--- config.mk ---
export PLATFORM = sky130hd
export DESIGN_NAME = dram_arbiter_flat
export DESIGN_NICKNAME = d
export VERILOG_FILES = /design/src/rtl/dram_arb_pkg.sv /design/src/rtl/dram_arbiter_if.sv /design/src/rtl/dram_arbiter_rr_arb2.sv /design/src/rtl/dram_arbiter.sv /design/src/flat_wrapper.sv
export SDC_FILE = /design/constraint.sdc
export NUM_CORES = 1
export LEC_CHECK = 0
export ABC_AREA = 0
export CORE_AREA = 4 4 167 169
export DETAILED_ROUTE_END_ITERATION = 8
export DIE_AREA = 0 0 171 173
export PLACE_DENSITY_LB_ADDON = 0.15
export SLEW_MARGIN = 5
export SYNTH_ARGS = -nofsm -noshare
export SYNTH_HDL_FRONTEND = slang
export SYNTH_SLANG_ARGS = --single-unit
export TNS_END_PERCENT = 30
--- constraint.sdc ---
create_clock -name clk -period 5.4 [get_ports clk]
set_input_delay 0.81 -clock clk [delete_from_list [all_inputs] [get_ports clk]]
set_output_delay 0.81 -clock clk [all_outputs]
set_load 0.02 [all_outputs]
--- src/rtl/dram_arb_pkg.sv ---
// Shared types and constants for the two-client DRAM arbiter.
package dram_arb_pkg;

  localparam int N_REQ      = 2;
  localparam int ADDR_W     = 13;
  localparam int DATA_W     = 64;
  localparam int AXI_ADDR_W = 32;

  localparam logic [1:0] RESP_OKAY = 2'b00;

  typedef enum logic [2:0] {
    S_IDLE,
    S_AR,
    S_R,
    S_AW,
    S_W,
    S_B,
    S_DONE
  } state_e;

  // Client word address zero-extended onto the 32-bit DRAM address bus.
  function automatic logic [AXI_ADDR_W-1:0] axi_addr(input logic [ADDR_W-1:0] a);
    return {{(AXI_ADDR_W-ADDR_W){1'b0}}, a};
  endfunction

endpackage

--- src/rtl/dram_arbiter_if.sv ---
// Client request/completion bus plus the DRAM AR/R/AW/W/B channels.
interface dram_arbiter_if;
  import dram_arb_pkg::*;

  logic [N_REQ-1:0]        req_valid;
  logic [N_REQ-1:0]        req_write;
  logic [N_REQ*ADDR_W-1:0] req_addr;
  logic [N_REQ*DATA_W-1:0] req_wdata;
  logic [N_REQ-1:0]        req_ready;

  logic                    done_valid;
  logic                    done_id;
  logic [DATA_W-1:0]       done_data;
  logic                    done_err;

  logic                    AR_VALID;
  logic [AXI_ADDR_W-1:0]   AR_ADDR;
  logic                    AR_READY;
  logic                    R_VALID;
  logic [DATA_W-1:0]       R_DATA;
  logic [1:0]              R_RESP;
  logic                    R_READY;

  logic                    AW_VALID;
  logic [AXI_ADDR_W-1:0]   AW_ADDR;
  logic                    AW_READY;
  logic                    W_VALID;
  logic [DATA_W-1:0]       W_DATA;
  logic                    W_READY;
  logic                    B_VALID;
  logic [1:0]              B_RESP;
  logic                    B_READY;

  // The arbiter side.
  modport slave (
    input  req_valid, req_write, req_addr, req_wdata,
    output req_ready,
    output done_valid, done_id, done_data, done_err,
    output AR_VALID, AR_ADDR, R_READY,
    input  AR_READY, R_VALID, R_DATA, R_RESP,
    output AW_VALID, AW_ADDR, W_VALID, W_DATA, B_READY,
    input  AW_READY, W_READY, B_VALID, B_RESP
  );

  // Clients plus the DRAM model.
  modport master (
    output req_valid, req_write, req_addr, req_wdata,
    input  req_ready,
    input  done_valid, done_id, done_data, done_err,
    input  AR_VALID, AR_ADDR, R_READY,
    output AR_READY, R_VALID, R_DATA, R_RESP,
    input  AW_VALID, AW_ADDR, W_VALID, W_DATA, B_READY,
    output AW_READY, W_READY, B_VALID, B_RESP
  );

endinterface

--- src/rtl/dram_arbiter_rr_arb2.sv ---
// Two-way round-robin grant; on contention the client not granted last wins.
module rr_arb2 (
  input  logic       clk,
  input  logic       rst,
  input  logic [1:0] req_i,
  input  logic       upd_i,
  input  logic       upd_id_i,
  output logic [1:0] grant_o,
  output logic       grant_id_o
);

  logic last_q, last_d;

  always_comb begin
    last_d     = upd_i ? upd_id_i : last_q;
    grant_id_o = (req_i == 2'b11) ? ~last_q : req_i[1];
    grant_o    = 2'b00;
    if (req_i != 2'b00) begin
      grant_o = grant_id_o ? 2'b10 : 2'b01;
    end
  end

  // Pointer starts at 1 so client 0 wins the first contention.
  always_ff @(posedge clk) begin
    if (rst) begin
      last_q <= 1'b1;
    end else begin
      last_q <= last_d;
    end
  end

endmodule

--- src/rtl/dram_arbiter.sv ---
// Round-robin arbiter and single-outstanding AR/R or AW/W/B sequencer in front of the DRAM port.
module dram_arbiter
  import dram_arb_pkg::*;
(
  input  logic          clk,
  input  logic          rst,
  dram_arbiter_if.slave bus
);

  state_e              state_q, state_d;
  logic                id_q, id_d;
  logic                wr_q, wr_d;
  logic [ADDR_W-1:0]   addr_q, addr_d;
  logic [DATA_W-1:0]   wdata_q, wdata_d;
  logic [DATA_W-1:0]   rdata_q, rdata_d;
  logic                err_q, err_d;

  logic                  ar_valid_q, ar_valid_d;
  logic [AXI_ADDR_W-1:0] ar_addr_q, ar_addr_d;
  logic                  r_ready_q, r_ready_d;
  logic                  aw_valid_q, aw_valid_d;
  logic [AXI_ADDR_W-1:0] aw_addr_q, aw_addr_d;
  logic                  w_valid_q, w_valid_d;
  logic [DATA_W-1:0]     w_data_q, w_data_d;
  logic                  b_ready_q, b_ready_d;
  logic                  done_valid_q, done_valid_d;
  logic                  done_id_q, done_id_d;
  logic [DATA_W-1:0]     done_data_q, done_data_d;
  logic                  done_err_q, done_err_d;

  logic [N_REQ-1:0]  grant;
  logic              grant_id;
  logic              accept;
  logic [ADDR_W-1:0] addr_arr  [N_REQ];
  logic [DATA_W-1:0] wdata_arr [N_REQ];

  for (genvar gi = 0; gi < N_REQ; gi++) begin : g_unpack
    assign addr_arr[gi]  = bus.req_addr[gi*ADDR_W +: ADDR_W];
    assign wdata_arr[gi] = bus.req_wdata[gi*DATA_W +: DATA_W];
  end

  rr_arb2 u_rr (
    .clk       (clk),
    .rst       (rst),
    .req_i     (bus.req_valid),
    .upd_i     (state_q == S_DONE),
    .upd_id_i  (id_q),
    .grant_o   (grant),
    .grant_id_o(grant_id)
  );

  assign bus.req_ready = (state_q == S_IDLE) ? grant : '0;
  assign accept        = (state_q == S_IDLE) && (grant != '0);

  always_comb begin
    state_d = state_q;
    id_d    = id_q;
    wr_d    = wr_q;
    addr_d  = addr_q;
    wdata_d = wdata_q;
    rdata_d = rdata_q;
    err_d   = err_q;

    case (state_q)
      S_IDLE: begin
        if (accept) begin
          id_d    = grant_id;
          wr_d    = bus.req_write[grant_id];
          addr_d  = addr_arr[grant_id];
          wdata_d = wdata_arr[grant_id];
          rdata_d = '0;
          err_d   = 1'b0;
          state_d = bus.req_write[grant_id] ? S_AW : S_AR;
        end
      end
      S_AR: if (bus.AR_READY) state_d = S_R;
      S_R: begin
        if (bus.R_VALID) begin
          rdata_d = bus.R_DATA;
          err_d   = (bus.R_RESP != RESP_OKAY);
          state_d = S_DONE;
        end
      end
      S_AW: if (bus.AW_READY) state_d = S_W;
      S_W:  if (bus.W_READY) state_d = S_B;
      S_B: begin
        if (bus.B_VALID) begin
          err_d   = (bus.B_RESP != RESP_OKAY);
          state_d = S_DONE;
        end
      end
      S_DONE:  state_d = S_IDLE;
      default: state_d = S_IDLE;
    endcase

    // Outputs are decoded from the next state so that they leave a register.
    ar_valid_d   = (state_d == S_AR);
    ar_addr_d    = ar_valid_d ? axi_addr(addr_d) : '0;
    r_ready_d    = (state_d == S_R);
    aw_valid_d   = (state_d == S_AW);
    aw_addr_d    = aw_valid_d ? axi_addr(addr_d) : '0;
    w_valid_d    = (state_d == S_W);
    w_data_d     = w_valid_d ? wdata_d : '0;
    b_ready_d    = (state_d == S_B);
    done_valid_d = (state_d == S_DONE);
    done_id_d    = done_valid_d ? id_d : 1'b0;
    done_data_d  = (done_valid_d && !wr_d) ? rdata_d : '0;
    done_err_d   = done_valid_d ? err_d : 1'b0;
  end

  always_ff @(posedge clk) begin
    if (rst) begin
      state_q      <= S_IDLE;
      id_q         <= 1'b0;
      wr_q         <= 1'b0;
      addr_q       <= '0;
      wdata_q      <= '0;
      rdata_q      <= '0;
      err_q        <= 1'b0;
      ar_valid_q   <= 1'b0;
      ar_addr_q    <= '0;
      r_ready_q    <= 1'b0;
      aw_valid_q   <= 1'b0;
      aw_addr_q    <= '0;
      w_valid_q    <= 1'b0;
      w_data_q     <= '0;
      b_ready_q    <= 1'b0;
      done_valid_q <= 1'b0;
      done_id_q    <= 1'b0;
      done_data_q  <= '0;
      done_err_q   <= 1'b0;
    end else begin
      state_q      <= state_d;
      id_q         <= id_d;
      wr_q         <= wr_d;
      addr_q       <= addr_d;
      wdata_q      <= wdata_d;
      rdata_q      <= rdata_d;
      err_q        <= err_d;
      ar_valid_q   <= ar_valid_d;
      ar_addr_q    <= ar_addr_d;
      r_ready_q    <= r_ready_d;
      aw_valid_q   <= aw_valid_d;
      aw_addr_q    <= aw_addr_d;
      w_valid_q    <= w_valid_d;
      w_data_q     <= w_data_d;
      b_ready_q    <= b_ready_d;
      done_valid_q <= done_valid_d;
      done_id_q    <= done_id_d;
      done_data_q  <= done_data_d;
      done_err_q   <= done_err_d;
    end
  end

  assign bus.AR_VALID   = ar_valid_q;
  assign bus.AR_ADDR    = ar_addr_q;
  assign bus.R_READY    = r_ready_q;
  assign bus.AW_VALID   = aw_valid_q;
  assign bus.AW_ADDR    = aw_addr_q;
  assign bus.W_VALID    = w_valid_q;
  assign bus.W_DATA     = w_data_q;
  assign bus.B_READY    = b_ready_q;
  assign bus.done_valid = done_valid_q;
  assign bus.done_id    = done_id_q;
  assign bus.done_data  = done_data_q;
  assign bus.done_err   = done_err_q;

endmodule
--- src/flat_wrapper.sv ---
// flat-port wrapper written by rule: the top's interface ports become plain ports
module dram_arbiter_flat import dram_arb_pkg::*;
  (clk, rst, bus_req_valid, bus_req_write, bus_req_addr, bus_req_wdata, bus_req_ready, bus_done_valid, bus_done_id, bus_done_data, bus_done_err, bus_AR_VALID, bus_AR_ADDR, bus_R_READY, bus_AR_READY, bus_R_VALID, bus_R_DATA, bus_R_RESP, bus_AW_VALID, bus_AW_ADDR, bus_W_VALID, bus_W_DATA, bus_B_READY, bus_AW_READY, bus_W_READY, bus_B_VALID, bus_B_RESP);
  dram_arbiter_if bus_i ();
  input  logic clk;
  input  logic rst;
  input wire logic [$bits(bus_i.req_valid)-1:0] bus_req_valid;
  input wire logic [$bits(bus_i.req_write)-1:0] bus_req_write;
  input wire logic [$bits(bus_i.req_addr)-1:0] bus_req_addr;
  input wire logic [$bits(bus_i.req_wdata)-1:0] bus_req_wdata;
  output wire logic [$bits(bus_i.req_ready)-1:0] bus_req_ready;
  output wire logic [$bits(bus_i.done_valid)-1:0] bus_done_valid;
  output wire logic [$bits(bus_i.done_id)-1:0] bus_done_id;
  output wire logic [$bits(bus_i.done_data)-1:0] bus_done_data;
  output wire logic [$bits(bus_i.done_err)-1:0] bus_done_err;
  output wire logic [$bits(bus_i.AR_VALID)-1:0] bus_AR_VALID;
  output wire logic [$bits(bus_i.AR_ADDR)-1:0] bus_AR_ADDR;
  output wire logic [$bits(bus_i.R_READY)-1:0] bus_R_READY;
  input wire logic [$bits(bus_i.AR_READY)-1:0] bus_AR_READY;
  input wire logic [$bits(bus_i.R_VALID)-1:0] bus_R_VALID;
  input wire logic [$bits(bus_i.R_DATA)-1:0] bus_R_DATA;
  input wire logic [$bits(bus_i.R_RESP)-1:0] bus_R_RESP;
  output wire logic [$bits(bus_i.AW_VALID)-1:0] bus_AW_VALID;
  output wire logic [$bits(bus_i.AW_ADDR)-1:0] bus_AW_ADDR;
  output wire logic [$bits(bus_i.W_VALID)-1:0] bus_W_VALID;
  output wire logic [$bits(bus_i.W_DATA)-1:0] bus_W_DATA;
  output wire logic [$bits(bus_i.B_READY)-1:0] bus_B_READY;
  input wire logic [$bits(bus_i.AW_READY)-1:0] bus_AW_READY;
  input wire logic [$bits(bus_i.W_READY)-1:0] bus_W_READY;
  input wire logic [$bits(bus_i.B_VALID)-1:0] bus_B_VALID;
  input wire logic [$bits(bus_i.B_RESP)-1:0] bus_B_RESP;
  assign bus_i.req_valid = bus_req_valid;
  assign bus_i.req_write = bus_req_write;
  assign bus_i.req_addr = bus_req_addr;
  assign bus_i.req_wdata = bus_req_wdata;
  assign bus_req_ready = bus_i.req_ready;
  assign bus_done_valid = bus_i.done_valid;
  assign bus_done_id = bus_i.done_id;
  assign bus_done_data = bus_i.done_data;
  assign bus_done_err = bus_i.done_err;
  assign bus_AR_VALID = bus_i.AR_VALID;
  assign bus_AR_ADDR = bus_i.AR_ADDR;
  assign bus_R_READY = bus_i.R_READY;
  assign bus_i.AR_READY = bus_AR_READY;
  assign bus_i.R_VALID = bus_R_VALID;
  assign bus_i.R_DATA = bus_R_DATA;
  assign bus_i.R_RESP = bus_R_RESP;
  assign bus_AW_VALID = bus_i.AW_VALID;
  assign bus_AW_ADDR = bus_i.AW_ADDR;
  assign bus_W_VALID = bus_i.W_VALID;
  assign bus_W_DATA = bus_i.W_DATA;
  assign bus_B_READY = bus_i.B_READY;
  assign bus_i.AW_READY = bus_AW_READY;
  assign bus_i.W_READY = bus_W_READY;
  assign bus_i.B_VALID = bus_B_VALID;
  assign bus_i.B_RESP = bus_B_RESP;
  dram_arbiter u_core (.clk(clk), .rst(rst), .bus(bus_i));
endmodule
==> impl_metrics.env <==
export IMPL_synth_edff_count=0
export IMPL_n_fill_cell=2373
export IMPL_yosysTopAreaCellShare_pct=59.7
export IMPL_cts_buffers=34
export IMPL_fin_worst_skew_ns=0.0127
export IMPL_layout_min_cycle_time_ns=3.87
export IMPL_clk_latency_ns=0.50
export IMPL_seq_area_um2=6210
export IMPL_first_pass_iters=9
export IMPL_clk_pin_slew_ns=0.06
export IMPL_track_usage_pct=21.2
export IMPL_min_path_type="reg -> reg"
export IMPL_cpLargestDelayFamily="buffers and inverters"
export IMPL_crit_chain="clkdlybuf4s50_1, nand2b_1, and3_2, clkdlybuf4s50_1"
export IMPL_ys_seq_area_share_pct=59.7
export IMPL_min_path_cells=2
export IMPL_final_util_pct=58.0
export IMPL_leakage_nw=5.45
export IMPL_die_area_um2=29600
export IMPL_whs_endpoint="u_core.bus.W_DATA[63]"
export IMPL_tightestPinTransition_ns=1.12
export IMPL_ys_seq_elements=310
export IMPL_synthToLayoutAreaGrowth_pct=48.3
export IMPL_grt_max_degree=82
export IMPL_via_per_inst=5.28
export IMPL_critPathCaptureType="output port"
export IMPL_nets=1524
export IMPL_slowest_stage="and3_2"
export IMPL_critPathMaxStageDelay_ns=0.89
export IMPL_die_w_um=171
export IMPL_via_count=8746
export IMPL_synthTopCellsByCount="dfxtp_1, nor2_1, nor3_1, a222oi_1, a22oi_1"
export IMPL_r2r_end="u_core.bus.AR_ADDR[12]"
export IMPL_relSlewSlack_pct=25.6
export IMPL_worstSetupPathType="in -> out"
export IMPL_yosysUniqueCellTypes=44
export IMPL_ir_worst_vdd_mv=0.270
export IMPL_async_reset_ff_share_pct=0
export IMPL_powerDensity_nw_per_um2=405
export IMPL_pwr_share_comb_pct=23.0
export IMPL_crit_fanout=46
export IMPL_seqPwrFrac_pct=40.4
export IMPL_worst_r2r_path_depth=5
export IMPL_wl_per_cell_um=20.4
export IMPL_grt_pass1_wl_um=50000
export IMPL_ios=435
export IMPL_max_cap_viol_count=0
export IMPL_core_area_um2=26600
export IMPL_syn_inst=948
export IMPL_ys_warnings_count=0
export IMPL_p_int_mw=4.33
export IMPL_period_share_pct=71.7
export IMPL_hold_viol=0
export IMPL_crit_buf_inv=2
export IMPL_hp_start="u_core.wdata_q[63]"
export IMPL_grt_pass1_vias=8573
export IMPL_place_inst=1596
export IMPL_rows=60
export IMPL_yosysMostFrequentCell="dfxtp_1"
export IMPL_antenna_found_initial=4
export IMPL_clk_path_buf_depth=3
export IMPL_cts_tree="yes"
export IMPL_dr_first_iter_drc_count=963
export IMPL_grt_overflow_total=0
export IMPL_io_buffers=396
export IMPL_avgSynthCellArea_um2=11.0
export IMPL_rrSetupSlack_ns=2.22
export IMPL_synthFlopType="dfxtp_1"
export IMPL_dp_hpwl_um=21700
export IMPL_crit_path_frequent_cell="clkdlybuf4s50_1"
export IMPL_postRouteAntennaNets=0
export IMPL_rsz0062_at_grt="no"
export IMPL_timing_fmax_mhz=258
export IMPL_power_frac_clock_pct=36.6
export IMPL_cts_sinks=310
export IMPL_tns_ns=0
export IMPL_die_h_um=173
export IMPL_drc=0
export IMPL_cp_start_kind="input pin"
export IMPL_slew_viol_final=0
export IMPL_drive_above_1_share_pct=10.4
export IMPL_cp_arrival_ns=3.06
export IMPL_setup_viol=0
export IMPL_multi_input_area_um2=3570
export IMPL_power_switching_mw=1.91
export IMPL_cts_hold_buf=0
export IMPL_netlist_top_cells_area="dfxtp_1, a222oi_1, nor4_2"
export IMPL_regToRegStartpoint="u_core.state_q[1]"
export IMPL_status="finished clean"
export IMPL_initial_core_util_pct=39.1
export IMPL_gp_congestion=0.784
export IMPL_stdcell_count=1658
export IMPL_synth_top_cell_by_area="dfxtp_1"
export IMPL_htreeDepth=2
export IMPL_cts_setup_buffers=0
export IMPL_cts_root_buf="clkbuf_16"
export IMPL_routed_wl_um=33800
export IMPL_syn_area_um2=10400
export IMPL_swShare_pct=30.6
export IMPL_total_power_mw=6.23
export IMPL_cts_resized=0
export IMPL_required_ns=4.59
[per-layer routing]
layer	wire length [um]	GRT usage, %
met5	0	0
met4	950	7.86
met2	16200	34.0
met1	13500	26.3
met3	3200	7.59
[cell families (layout without fill, tap and decap cells)]
family	Yosys count	after routing	share of synthesized area, %
buffers and inverters	142	470	7.70
muxes	3	3	0.313
AOI/OAI and AO/OA	156	156	13.2
and+or+nand+nor	336	336	19.0
DFF	310	310	59.7
other	1	42	0.0361
[placed cells by master, fill, tap and decap left out, drive strengths merged, types with 2 or more instances in the layout]
master and instances:
nor4 64, clkdlybuf4s50 395, and2 4, a222oi 75
dfxtp 310, a211o 4, inv 4, o21ai 2
clkbuf 48, a211oi 3, nor4bb 2, nor3 93
nand2 5, nor2b 5, diode 4, nor2 149
a22oi 64, clkinvlp 2, mux2 2, buf 13
clkinv 7, nand2b 3, and3 3, conb 38
[through the flow]
step                hold slack (ns)  worst slack [ns]  cell area (um^2)
floorplan                     0.424              2.81             10500
global placement              0.444              1.51             14300
detailed placement            0.460              1.52             14300
CTS                           0.452              1.48             15400
global route                  0.480              1.35             15400
finish                        0.446              1.53             15400
[worst min-delay path, stage by stage (launching register included)]
cell and delay, ns:
dfxtp_1 0.29, inv_1 0.07, nor3_1 0.05
[sequential cells by signal (all words and copies together), names as in the netlist, 3 cells and up]
signal	flops
u_core.rdata_q	64
u_core.bus.AR_ADDR	13
u_core.state_q	3
u_core.wdata_q	64
u_core.bus.AW_ADDR	13
u_core.bus.done_data	64
u_core.addr_q	13
u_core.bus.W_DATA	64
[power by group through the flow]
stage	Clock (mW)	Combinational [mW]	Sequential, mW
2_1_floorplan	0	0.942	2.60
4_1_cts	2.33	1.45	2.52
5_1_grt	2.43	1.55	2.53
3_5_place_dp	0	1.44	2.57
6_report	2.28	1.43	2.52
3_3_place_gp	0	1.43	2.56
[how the worst max path moves through the flow]
| stage | end | slack, ns | startpoint | cells past startpoint |
|---|---|---|---|---|
| after global routing | bus_req_ready[0] | 1.35 | u_core.state_q[1] | 3 |
| after CTS | bus_req_ready[0] | 1.48 | u_core.state_q[1] | 3 |
| after floorplan | bus_req_ready[1] | 2.81 | bus_req_valid[1] | 4 |
| after detailed placement | bus_req_ready[0] | 1.52 | bus_req_valid[1] | 4 |
| after global placement | bus_req_ready[0] | 1.51 | bus_req_valid[1] | 4 |
| final | bus_req_ready[0] | 1.53 | bus_req_valid[1] | 4 |
[cell type report]
cell class | count | share of cell area (%)
sequential | 310 | 40.3
timing repair buffer | 408 | 26.4
multi-input combinational | 533 | 23.2
clock buffer | 48 | 6.73
tap | 341 | 2.77
clock inverter | 10 | 0.520
inverter | 4 | 0.0974
antenna | 4 | 0.0650
No activity file was read; power rests on OpenSTA's default activity.
